## src/rtl/uart_pkg.sv

```systemverilog
// =============================================================================
//  Module   : uart_pkg
//  Purpose  : Shared UART constants, transmit-arbiter state encoding and helpers.
//  Revision : 1.0 - initial release
// =============================================================================
`default_nettype none

package uart_pkg;

   localparam int UART_DATA_W       = 8;
   localparam int DEF_N_REQ         = 4;
   localparam int DEF_START_TIMEOUT = 16;
   localparam int DEF_GAP_CYCLES    = 2;

   typedef enum logic [2:0] {
      ST_IDLE       = 3'd0,
      ST_LAUNCH     = 3'd1,
      ST_WAIT_START = 3'd2,
      ST_WAIT_DONE  = 3'd3,
      ST_GAP        = 3'd4
   } arb_state_e;

   // Index/counter width that never collapses to zero bits.
   function automatic int idx_w(input int n);
      return (n > 1) ? $clog2(n) : 1;
   endfunction

endpackage

`default_nettype wire

```

## src/rtl/rr_pick.sv

```systemverilog
// =============================================================================
//  Module   : rr_pick
//  Purpose  : Combinational round-robin pick, searching upward from last_i+1.
//  Revision : 1.0 - initial release
// =============================================================================
`default_nettype none

module rr_pick
   import uart_pkg::*;
#(
   parameter  int N_REQ = DEF_N_REQ,
   localparam int IDW   = idx_w(N_REQ)
) (
   input  logic [N_REQ-1:0] req_i,
   input  logic [IDW-1:0]   last_i,
   output logic [IDW-1:0]   winner_o,
   output logic             any_valid_o
);

   always_comb begin
      int             idx;
      logic [IDW-1:0] sel;
      idx         = 0;
      sel         = '0;
      winner_o    = '0;
      any_valid_o = 1'b0;
      // First set bit after last_i wins; last_i itself is visited last.
      for (int k = 1; k <= N_REQ; k++) begin
         idx = int'(last_i) + k;
         if (idx >= N_REQ) begin
            idx = idx - N_REQ;
         end
         sel = IDW'(idx);
         if (req_i[sel] && !any_valid_o) begin
            any_valid_o = 1'b1;
            winner_o    = sel;
         end
      end
   end

endmodule

`default_nettype wire

```

## src/rtl/u_tx_arb.sv

```systemverilog
// =============================================================================
//  Module   : u_tx_arb
//  Purpose  : Round-robin arbiter feeding bytes from N_REQ requesters to one u_tx.
//  Revision : 1.0 - initial release
// =============================================================================
`default_nettype none

module u_tx_arb
   import uart_pkg::*;
#(
   parameter  int N_REQ         = DEF_N_REQ,
   parameter  int START_TIMEOUT = DEF_START_TIMEOUT,
   parameter  int GAP_CYCLES    = DEF_GAP_CYCLES,
   localparam int IDW           = idx_w(N_REQ)
) (
   input  logic                     clk,
   input  logic                     rst,
   input  logic [N_REQ-1:0]         req_valid,
   input  logic [8*N_REQ-1:0]       req_data,
   output logic [N_REQ-1:0]         req_ready,
   output logic                     tx_send,
   output logic [UART_DATA_W-1:0]   tx_data,
   input  logic                     tx_active,
   output logic [IDW-1:0]           grant_id,
   output logic                     busy,
   output logic                     err_timeout
);

   localparam int CNT_W = idx_w(START_TIMEOUT);
   localparam int GAP_W = idx_w(GAP_CYCLES);
   localparam logic [CNT_W-1:0] CNT_LAST = CNT_W'(START_TIMEOUT - 1);
   localparam logic [GAP_W-1:0] GAP_LAST = GAP_W'((GAP_CYCLES > 0) ? GAP_CYCLES - 1 : 0);
   localparam arb_state_e       POST_ST  = (GAP_CYCLES == 0) ? ST_IDLE : ST_GAP;

   arb_state_e             state_q, state_d;
   logic [UART_DATA_W-1:0] tx_data_q, tx_data_d;
   logic [IDW-1:0]         grant_q, grant_d;
   logic [IDW-1:0]         last_q, last_d;
   logic [CNT_W-1:0]       start_cnt_q, start_cnt_d;
   logic [GAP_W-1:0]       gap_cnt_q, gap_cnt_d;
   logic                   tx_send_q, tx_send_d;
   logic                   err_q, err_d;

   logic [IDW-1:0]         w_winner;
   logic                   w_any;
   logic [N_REQ-1:0]       w_ready;
   logic [UART_DATA_W-1:0] w_byte;

   rr_pick #(
      .N_REQ (N_REQ)
   ) u_rr_pick (
      .req_i       (req_valid),
      .last_i      (last_q),
      .winner_o    (w_winner),
      .any_valid_o (w_any)
   );

   always_comb begin
      w_byte = '0;
      for (int i = 0; i < N_REQ; i++) begin
         if (w_winner == IDW'(i)) begin
            w_byte = req_data[8*i +: 8];
         end
      end
   end

   always_comb begin
      state_d     = state_q;
      tx_data_d   = tx_data_q;
      grant_d     = grant_q;
      last_d      = last_q;
      start_cnt_d = start_cnt_q;
      gap_cnt_d   = gap_cnt_q;
      tx_send_d   = 1'b0;
      err_d       = 1'b0;
      w_ready     = '0;
      case (state_q)
         ST_IDLE: begin
            // A still-busy u_tx holds off the next grant.
            if (w_any && !tx_active) begin
               w_ready[w_winner] = 1'b1;
               tx_data_d         = w_byte;
               grant_d           = w_winner;
               last_d            = w_winner;
               tx_send_d         = 1'b1;
               state_d           = ST_LAUNCH;
            end
         end
         ST_LAUNCH: begin
            start_cnt_d = '0;
            state_d     = ST_WAIT_START;
         end
         ST_WAIT_START: begin
            if (tx_active) begin
               state_d = ST_WAIT_DONE;
            end else if (start_cnt_q == CNT_LAST) begin
               err_d     = 1'b1;
               gap_cnt_d = '0;
               state_d   = POST_ST;
            end else begin
               start_cnt_d = start_cnt_q + CNT_W'(1);
            end
         end
         ST_WAIT_DONE: begin
            if (!tx_active) begin
               gap_cnt_d = '0;
               state_d   = POST_ST;
            end
         end
         ST_GAP: begin
            if (gap_cnt_q == GAP_LAST) begin
               state_d = ST_IDLE;
            end else begin
               gap_cnt_d = gap_cnt_q + GAP_W'(1);
            end
         end
         default: state_d = ST_IDLE;
      endcase
   end

   always_ff @(posedge clk) begin
      if (rst) begin
         state_q     <= ST_IDLE;
         tx_data_q   <= '0;
         grant_q     <= '0;
         last_q      <= IDW'(N_REQ - 1);
         start_cnt_q <= '0;
         gap_cnt_q   <= '0;
         tx_send_q   <= 1'b0;
         err_q       <= 1'b0;
      end else begin
         state_q     <= state_d;
         tx_data_q   <= tx_data_d;
         grant_q     <= grant_d;
         last_q      <= last_d;
         start_cnt_q <= start_cnt_d;
         gap_cnt_q   <= gap_cnt_d;
         tx_send_q   <= tx_send_d;
         err_q       <= err_d;
      end
   end

   // The accept pulse must not escape while reset discards the grant.
   assign req_ready   = rst ? '0 : w_ready;
   assign tx_send     = tx_send_q;
   assign tx_data     = tx_data_q;
   assign grant_id    = grant_q;
   assign busy        = (state_q != ST_IDLE);
   assign err_timeout = err_q;

endmodule

`default_nettype wire

```

## config.mk

```make
export PLATFORM = sky130hd
export DESIGN_NAME = u_tx_arb
export DESIGN_NICKNAME = d
export VERILOG_FILES = /design/src/rtl/uart_pkg.sv /design/src/rtl/rr_pick.sv /design/src/rtl/u_tx_arb.sv
export SDC_FILE = /design/constraint.sdc
export NUM_CORES = 1
export LEC_CHECK = 0
export ABC_AREA = 0
export CAP_MARGIN = 20
export CORE_MARGIN = 5
export CORE_UTILIZATION = 45
export CTS_CLUSTER_DIAMETER = 150
export DETAILED_ROUTE_END_ITERATION = 10
export GPL_TIMING_DRIVEN = 1
export MAX_ROUTING_LAYER = met4
export PLACE_DENSITY = 0.86
export SETUP_SLACK_MARGIN = 0.2
export SKIP_LAST_GASP = 1
export SYNTH_ARGS = -nofsm -noshare
export SYNTH_HDL_FRONTEND = slang
export SYNTH_HIERARCHICAL = 1
export SYNTH_SLANG_ARGS = --single-unit
```

## constraint.sdc

```tcl
create_clock -name clk -period 3.5 [get_ports clk]
set_input_delay 0.35 -clock clk [delete_from_list [all_inputs] [get_ports clk]]
set_output_delay 0.35 -clock clk [all_outputs]
set_load 0.1 [all_outputs]
```

==> flow_summary.yaml, run 1 <==
timing:
  setup_viol: 0
  slew_viol_final: 0
  rsz0062_at_grt: "false"
  fin_skew_ns: 0.0111
  period_share_pct: 78.0
  clock.fmax_mhz: 366
  slew_headroom_pct: 33.1
  tightest_slew_ns: 1.00
  fin_crit_ns: 2.73
  fin_ws_ns: 0.771
  final-hold-violation-count: 0
finish:
  fillers: 219
  most-common-layout-cells: "clkdlybuf4s50_1 (50), dfxtp_1 (22), o21ai_0 (14), a21oi_1 (14), nand3_1 (12)"
  nets: 240
  regArea_um2: 440
  drive_above_1_share_pct: 13.6
  syn_to_final_growth_pct: 44.8
  final_common_cell: "clkdlybuf4s50_1"
  multi_input_area_um2: 817
  fin_util_pct: 68.6
  antennaDiodeCount: 0
  final_cell_area_mm2: 0.00192
floorplan:
  ios: 56
  core_mm2: 0.00281
  start_util_pct: 47.4
  die_area_mm2: 0.00414
  die_w_um: 64.3
  rows: 19
  die_y_um: 64.3
detailed_routing:
  drt_wl_total_um: 3780
  viasPerCell: 5.92
  drc_errors: 0
  postRouteAntennaNets: 0
  drtIter0Drc: 87
  avgRoutedWirePerCell_um: 16.4
  vias: 1362
  firstDrtPassIters: 4
synth:
  syn_nets: 189
  synth_top_area_share_pct: 33.1
  yosys_register_bits: 22
  synth_top_cell_by_area: "dfxtp_1"
  avgSynthCellArea_um2: 8.92
  yosys-top-cells-area: "dfxtp_1 (33%), mux4_2 (14%), a21oi_1 (5.3%)"
  synth_cell_types: 42
  synth_flop_cell: "dfxtp_1"
  syn-cell-area_mm2: 0.00133
  synth-edff-count: 0
  async_flop_share_pct: 0
  ys_seq_area_share_pct: 33.1
  syn_inst: 149
  ys.warnings.count: 6
power_and_ir_drop:
  p_leak_uw: 0.000685
  total_power_uw: 900
  peakVddDrop_v: 0.000236
  powerDensity_mw_per_mm2: 468
global_routing:
  grt_overflow: 0
  grt_pass1_wl_um: 6190
  grtUsageTotal_pct: 19.2
  grt_max_degree: 25
  grt_pass1_vias: 1392
  antenna_found_initial: 0
clocking:
  cts_tree: "done"
  htree_levels: 1
  clk_path_buf_depth: 2
  path_clk_slew_ns: 0.12
  clk_latency_ns: 0.32
  cts_sinks: 22
  cts_hold_buf: 0
  root_buffer: "clkbuf_4"
  postCtsSetupBuffers: 0
  cts_made_buffers: 3
  cts_resized: 0
worst_setup_path:
  cp.arrival_ns: 2.38
  path_class: "input port to primary output"
  cp_max_fo: 13
  required_ns: 3.15
  end_kind: "primary output"
  startpoint_type: "input port"
placement:
  placed_area_mm2: 0.00187
  post-place-ws_ns: 0.749
  port_buffers: 55
  dpl.hpwl_um: 2990
  place_congestion: 0.879
run_status:
  status: "finished, final reports clean"
hold_path:
  hold_class: "flip-flop to flip-flop"
run:
  maxCapViolations: 0
[kinds of logic after synthesis]
| family | share of synthesized area [%] |
|---|---|
| muxes | 15.9 |
| DFF | 33.1 |
| adders and majority gates | 0.941 |
| AOI/OAI and AO/OA | 19.0 |
| and+or+nand+nor | 25.6 |
| buffers and inverters | 5.37 |
[stage by stage]
step	hold WS, ns	setup TNS [ns]	instances
after floorplan	0.440	-0.398	149
after global placement	0.463	0	226
after detailed placement	0.475	0	226
after CTS	0.494	0	230
after global routing	0.512	0	230
final	0.493	0	230
[state kept, by name, indices dropped and copies added, names as in the netlist]
signal and count:
grant_id 2, gap_cnt_q 1, last_q 2, start_cnt_q 4, err_timeout 1, tx_send 1, tx_data 8, state_q 3
[worst max-delay path, stage by stage]
cell	delay, ns
clkdlybuf4s50_1	0.53
and2b_1	0.19
a21oi_2	0.05
o221ai_2	0.63
nor3b_1	0.30
buf_4	0.33
[routing by layer]
layer	part of all wire, %	up-vias	global-route usage (%)
li1	-	663	-
met1	41	631	21.3
met2	48	62	32.5
met3	9.7	6	6.83
met4	1.2	0	5.80
met5	0	-	-
[cells in the mapped netlist, types with 4 or more instances]
cell type and n:
nor2_1 6, dfxtp_1 22, nand3_1 12, o21ai_0 14, a31oi_1 4, a21oi_1 14, mux4_2 8, nand2b_1 7
clkbuf_1 6, nand2_1 4, nor3_1 5
[final cells by class]
cell class | count | share of cell area [%]
Multi-Input combinational cell | 111 | 42.5
Timing Repair Buffer | 58 | 29.1
Sequential cell | 22 | 22.9
Tap cell | 31 | 2.02
Clock inverter | 1 | 1.56
Clock buffer | 3 | 1.17
Inverter | 4 | 0.780
[report_power, final]
group / internal, uW / switching [uW]
Clock: 116 / 81.2
Sequential: 275 / 29.4
Combinational: 148 / 251
Total: 539 / 361
[worst paths after layout]
path                 from            to  slack [ns]  cells past startpoint
max          req_valid[3]  req_ready[1]        0.77                      6
min           grant_id[1]   grant_id[1]        0.49                      2
max reg2reg     last_q[1]    tx_data[5]        1.30                      6
min reg2reg   grant_id[1]   grant_id[1]        0.49                      2
Power figures use the tool's default switching activity.
==> run 2: changes to the inputs <==
--- a/config.mk
+++ b/config.mk
@@ -8,12 +8,12 @@
 export ABC_AREA = 0
 export CAP_MARGIN = 20
 export CORE_MARGIN = 5
-export CORE_UTILIZATION = 45
+export CORE_UTILIZATION = 38
 export CTS_CLUSTER_DIAMETER = 150
 export DETAILED_ROUTE_END_ITERATION = 10
 export GPL_TIMING_DRIVEN = 1
 export MAX_ROUTING_LAYER = met4
-export PLACE_DENSITY = 0.86
+export PLACE_DENSITY = 0.78
 export SETUP_SLACK_MARGIN = 0.2
 export SKIP_LAST_GASP = 1
 export SYNTH_ARGS = -nofsm -noshare
==> constraint.sdc (replaced) <==
create_clock -name clk -period 2.5 [get_ports clk]
set_input_delay 0.25 -clock clk [delete_from_list [all_inputs] [get_ports clk]]
set_output_delay 0.25 -clock clk [all_outputs]
set_load 0.1 [all_outputs]
==> run 2 against run 1 <==
  * Combinational power increased by 51%
  * Critical path depth unchanged
  * Routed wire length increased by 5.1%
  * Flip-flop and latch count unchanged
  * Die area increased by 15%
  * Register-to-register slack got worse by 0.71 ns
  * Via count increased by 4.6%
  * Non-clock buffer count increased by 4
  * Cell area increased by 5.7%
  * Worst setup slack got worse by 0.44 ns
  * Critical endpoint is now req_ready[3]
  * Largest cell class unchanged
==> flow_summary.yaml, run 2 (synthesis gave the netlist of run 1 again) <==
run_status:
  status: "finished, final reports clean"
clocking:
  clk_latency_ns: 0.31
  cts_sinks: 22
  clk_path_buf_depth: 2
  htree_levels: 1
  path_clk_slew_ns: 0.13
  cts_tree: "done"
  cts_hold_buf: 0
  cts_made_buffers: 3
  postCtsSetupBuffers: 0
  root_buffer: "clkbuf_4"
  cts_resized: 1
timing:
  slew_viol_final: 0
  fin_ws_ns: 0.327
  tightest_slew_ns: 0.392
  final.setup.tns_ns: 0
  fin_crit_ns: 2.17
  period_share_pct: 86.9
  setup_viol: 0
  clock.fmax_mhz: 460
  rsz0062_at_grt: "false"
  fin_skew_ns: 0.00119
  fin_hold_ws_ns: 0.487
  final-hold-violation-count: 0
  slew_headroom_pct: 73.2
worst_setup_path:
  path_cells: "nor3_4 > inv_2 > or3_4 > inv_2 > and3_1 > buf_12"
  cp.arrival_ns: 1.92
  end_kind: "primary output"
  cp_max_fo: 16
  reg2reg_slack_ns: 0.59
  startpoint_type: "flip-flop"
  worstRegToRegCells: 7
  reg2reg_from: "last_q[1]"
  required_ns: 2.25
  r2r-end: "tx_data[5]"
  path_class: "flip-flop to primary output"
  crit_path_max_incr_delay_ns: 0.43
  slowest_stage: "dfxtp_4"
  worst_path_most_repeated_cell: "inv_2"
finish:
  regArea_um2: 445
  largest_reg_flops: 8
  fillers: 318
  fin_cells: 249
  most-common-layout-cells: "clkdlybuf4s50_1 (38), dfxtp_1 (20), buf_4 (19)"
  syn_to_final_growth_pct: 53.1
  antennaDiodeCount: 0
  multi_input_area_um2: 857
  final_common_cell: "clkdlybuf4s50_1"
  drive_above_1_share_pct: 23.6
  nets: 244
detailed_routing:
  avgRoutedWirePerCell_um: 15.9
  vias: 1425
  drc_errors: 0
  drtIter0Drc: 89
  viasPerCell: 5.72
  postRouteAntennaNets: 0
  firstDrtPassIters: 5
  drt_wl_total_um: 3970
placement:
  dpl.hpwl_um: 3070
  place_inst: 245
  post-place-ws_ns: 0.268
  place_congestion: 0.823
  port_buffers: 55
hold_path:
  holdPathEnd: "tx_data[2]"
  hold_class: "flip-flop to flip-flop"
  whs_path_depth: 2
  worstHoldStart: "tx_data[2]"
floorplan:
  ios: 56
  die_y_um: 69.1
  die_area_mm2: 0.00478
  die_w_um: 69.1
  core_mm2: 0.00336
  start_util_pct: 39.5
  rows: 21
power_and_ir_drop:
  p_leak_uw: 0.000751
  total_power_uw: 1240
  peakVddDrop_v: 0.000243
  powerDensity_mw_per_mm2: 608
global_routing:
  grt_pass1_wl_um: 6630
  grt_max_degree: 24
  antenna_found_initial: 0
  grt_pass1_vias: 1436
  grt_overflow: 0
  grtUsageTotal_pct: 17.0
run:
  maxCapViolations: 0
run 2: cell types whose count changed in the layout (fill, tap and decap cells not counted), moves of 2 or more:
| cell | before | now |
|---|---|---|
| dfxtp_1 | 22 | 20 |
| nor3_4 | 0 | 2 |
| nor3b_1 | 3 | 1 |
| clkdlybuf4s50_1 | 50 | 38 |
| buf_4 | 8 | 19 |
| buf_12 | 0 | 5 |
| nor3b_4 | 0 | 2 |
run 2: final cells by class:
cell class,count,area share (%)
multi-input cells,111,42.1
repair buffers,62,30.6
flip-flops and latches,22,21.9
well taps,46,2.83
clock buffers,4,1.78
inverters,4,0.738
run 2: worst max-delay path, delay by kind of cell, from the launching register on:
family        cells  cell delay [ns]
buf+inv           3             0.30
simple gates      3             0.86
flops             1             0.43
run 2: where the power goes:
part / internal, uW / total [uW] / switching, uW / leakage (uW)
sequential: 385 / 430 / 44.6 / 0.000181
combinational: 232 / 601 / 369 / 0.000549
clock: 89.0 / 207 / 118 / 0.0000210
total: 706 / 1240 / 532 / 0.000751
run 2: metrics by stage:
stage	util, %	cell area, um^2
finish	60.5	2030
global route	60.5	2030
CTS	60.2	2020
detailed placement	59.1	1990
global placement	59.1	1990
floorplan	-	1360
run 2: how the worst max path moves through the flow:
stage                 startpoint           end  slack [ns]
floorplan              last_q[1]  req_ready[2]        0.12
global placement    req_valid[3]    tx_data[5]        0.33
detailed placement  req_valid[3]    tx_data[5]        0.27
CTS                   state_q[0]  req_ready[3]        0.21
global route          state_q[2]  req_ready[3]        0.22
finish                state_q[2]  req_ready[3]        0.33
run 2: per-layer routing:
layer  global-route usage (%)  part of all wire, %  up-vias
li1                         -                    -      676
met1                     19.1                   39      675
met2                     30.7                   55       64
met3                     2.33                  4.9       10
met4                     5.86                  1.4        0
met5                        -                    0        -
==> run 3: changes to the inputs <==
--- a/config.mk
+++ b/config.mk
@@ -14,6 +14,7 @@
 export GPL_TIMING_DRIVEN = 1
 export MAX_ROUTING_LAYER = met4
 export PLACE_DENSITY = 0.78
+export RECOVER_POWER = 25
 export SETUP_SLACK_MARGIN = 0.2
 export SKIP_LAST_GASP = 1
 export SYNTH_ARGS = -nofsm -noshare
==> run 3 against run 2 <==
  * Cell area is 1.7% lower
  * Utilization decreased by 1.0 points
  * First-iteration DRC count increased by 10%
  * Clock skew up 0.00066 ns
  * Worst setup slack got worse by 0.0050 ns
  * Sequential power barely moved
  * Largest power group unchanged
  * Critical path depth unchanged
  * Count of clock-buffer cells in the layout did not move
  * Final cell count unchanged
  * Non-clock buffer count did not move
==> flow_summary.yaml, run 3 (synthesis gave the netlist of run 1 again) <==
floorplan:
  die_area_mm2: 0.00478
  rows: 21
  core_mm2: 0.00336
  die_w_um: 69.1
  die_y_um: 69.1
  ios: 56
  start_util_pct: 39.5
worst_setup_path:
  crit_path_max_incr_delay_ns: 0.43
  r2r-end: "tx_data[5]"
  reg2reg_slack_ns: 0.59
  cp.arrival_ns: 1.93
  required_ns: 2.25
  startpoint_type: "flip-flop"
  worst_path_most_repeated_cell: "inv_2"
  path_class: "flip-flop to primary output"
  slowest_stage: "dfxtp_4"
  end_kind: "primary output"
  path_buf_inv: 3
  worstRegToRegCells: 7
  reg2reg_from: "last_q[1]"
  path_delay_family: "simple AND/OR/NAND/NOR gates"
  cp_max_fo: 16
  path_cells: "nor3_4 > inv_2 > or3_4 > inv_2 > and3_1 > buf_12"
finish:
  most-common-layout-cells: "clkdlybuf4s50_1 (38), dfxtp_1 (20), o21ai_0 (14), a21oi_1 (14), nand3_1 (12)"
  fillers: 328
  syn_to_final_growth_pct: 50.6
  nets: 244
  fin_cells: 249
  largest_reg_flops: 8
  drive_above_1_share_pct: 19.2
  antennaDiodeCount: 0
  final_common_cell: "clkdlybuf4s50_1"
timing:
  final-hold-violation-count: 0
  slew_viol_final: 0
  period_share_pct: 87.1
  final.setup.tns_ns: 0
  setup_viol: 0
  tightest_slew_ns: 1.20
  rsz0062_at_grt: "false"
  fin_crit_ns: 2.18
  fin_skew_ns: 0.00185
  clock.fmax_mhz: 459
  slew_headroom_pct: 20.5
placement:
  port_buffers: 55
  place_congestion: 0.823
  dpl.hpwl_um: 3070
  place_inst: 245
hold_path:
  hold_class: "flip-flop to flip-flop"
  worstHoldStart: "tx_data[2]"
  whs_path_depth: 2
  holdPathEnd: "tx_data[2]"
power_and_ir_drop:
  powerDensity_mw_per_mm2: 612
  p_leak_uw: 0.000713
  peakVddDrop_v: 0.000242
global_routing:
  grt_overflow: 0
  grt_pass1_wl_um: 6630
  grt_pass1_vias: 1436
  antenna_found_initial: 0
  grt_max_degree: 24
  grtUsageTotal_pct: 17.0
clocking:
  clk_latency_ns: 0.32
  clk_path_buf_depth: 2
  cts_made_buffers: 3
  htree_levels: 1
  root_buffer: "clkbuf_4"
  cts_tree: "done"
  postCtsSetupBuffers: 0
  path_clk_slew_ns: 0.13
  cts_sinks: 22
detailed_routing:
  firstDrtPassIters: 4
  vias: 1427
  drc_errors: 0
  viasPerCell: 5.73
  drtIter0Drc: 98
  postRouteAntennaNets: 0
  drt_wl_total_um: 3930
  avgRoutedWirePerCell_um: 15.8
run:
  maxCapViolations: 0
run_status:
  status: "finished, final reports clean"
-- run 3: power by group --
part           internal [uW]  total, uW  switching (uW)
combinational            220        588             369
sequential               385        429            44.1
clock                   89.1        207             118
total                    694       1220             531
-- run 3: per-stage QoR --
step / setup WS (ns) / util (%) / power (uW) / hold WS [ns] / area (um^2)
2_1_floorplan: 0.123 / - / 849 / 0.340 / 1360
3_3_place_gp: 0.328 / 59.1 / 1020 / 0.464 / 1990
3_5_place_dp: 0.268 / 59.1 / 1030 / 0.472 / 1990
4_1_cts: 0.215 / 60.2 / 1240 / 0.490 / 2020
5_1_grt: 0.220 / 59.5 / 1290 / 0.511 / 2000
6_report: 0.322 / 59.5 / 1220 / 0.487 / 2000
-- run 3: worst max-delay path by stage --
stage	to	slack, ns	startpoint	depth (start not counted)
after floorplan	req_ready[2]	0.12	last_q[1]	5
after global placement	tx_data[5]	0.33	req_valid[3]	8
after detailed placement	tx_data[5]	0.27	req_valid[3]	8
after CTS	req_ready[3]	0.21	state_q[0]	6
after global routing	req_ready[3]	0.22	state_q[2]	6
final	req_ready[3]	0.32	state_q[2]	6
-- run 3: layout make-up --
cell class | count | area, um^2 | area share, %
flip-flops and latches | 22 | 445 | 22.3
inverters | 4 | 15.0 | 0.750
well taps | 46 | 57.6 | 2.88
multi-input cells | 111 | 857 | 42.8
repair buffers | 62 | 589 | 29.5
clock buffers | 4 | 36.3 | 1.81
-- run 3: per-layer routing --
metal | global-route usage [%] | vias up | wire length [um]
li1 | - | 678 | -
met3 | 2.33 | 12 | 226
met4 | 5.86 | 0 | 65
met1 | 19.1 | 669 | 1480
met5 | - | - | 0
met2 | 30.7 | 68 | 2170
-- run 3: what timing repair did --
item / in CTS / in global routing
setup endpoints to repair: 3 / 3
gates resized for setup: 1 / 3
gates cloned: 0 / 0
endpoints found under the hold margin: 0 / 0
hold buffers: 0 / 0
-- run 3: tightest hold or removal path: cells and delay by family (launching register included) --
family          cells  cell delay, ns
flops               1            0.33
compound gates      2            0.12
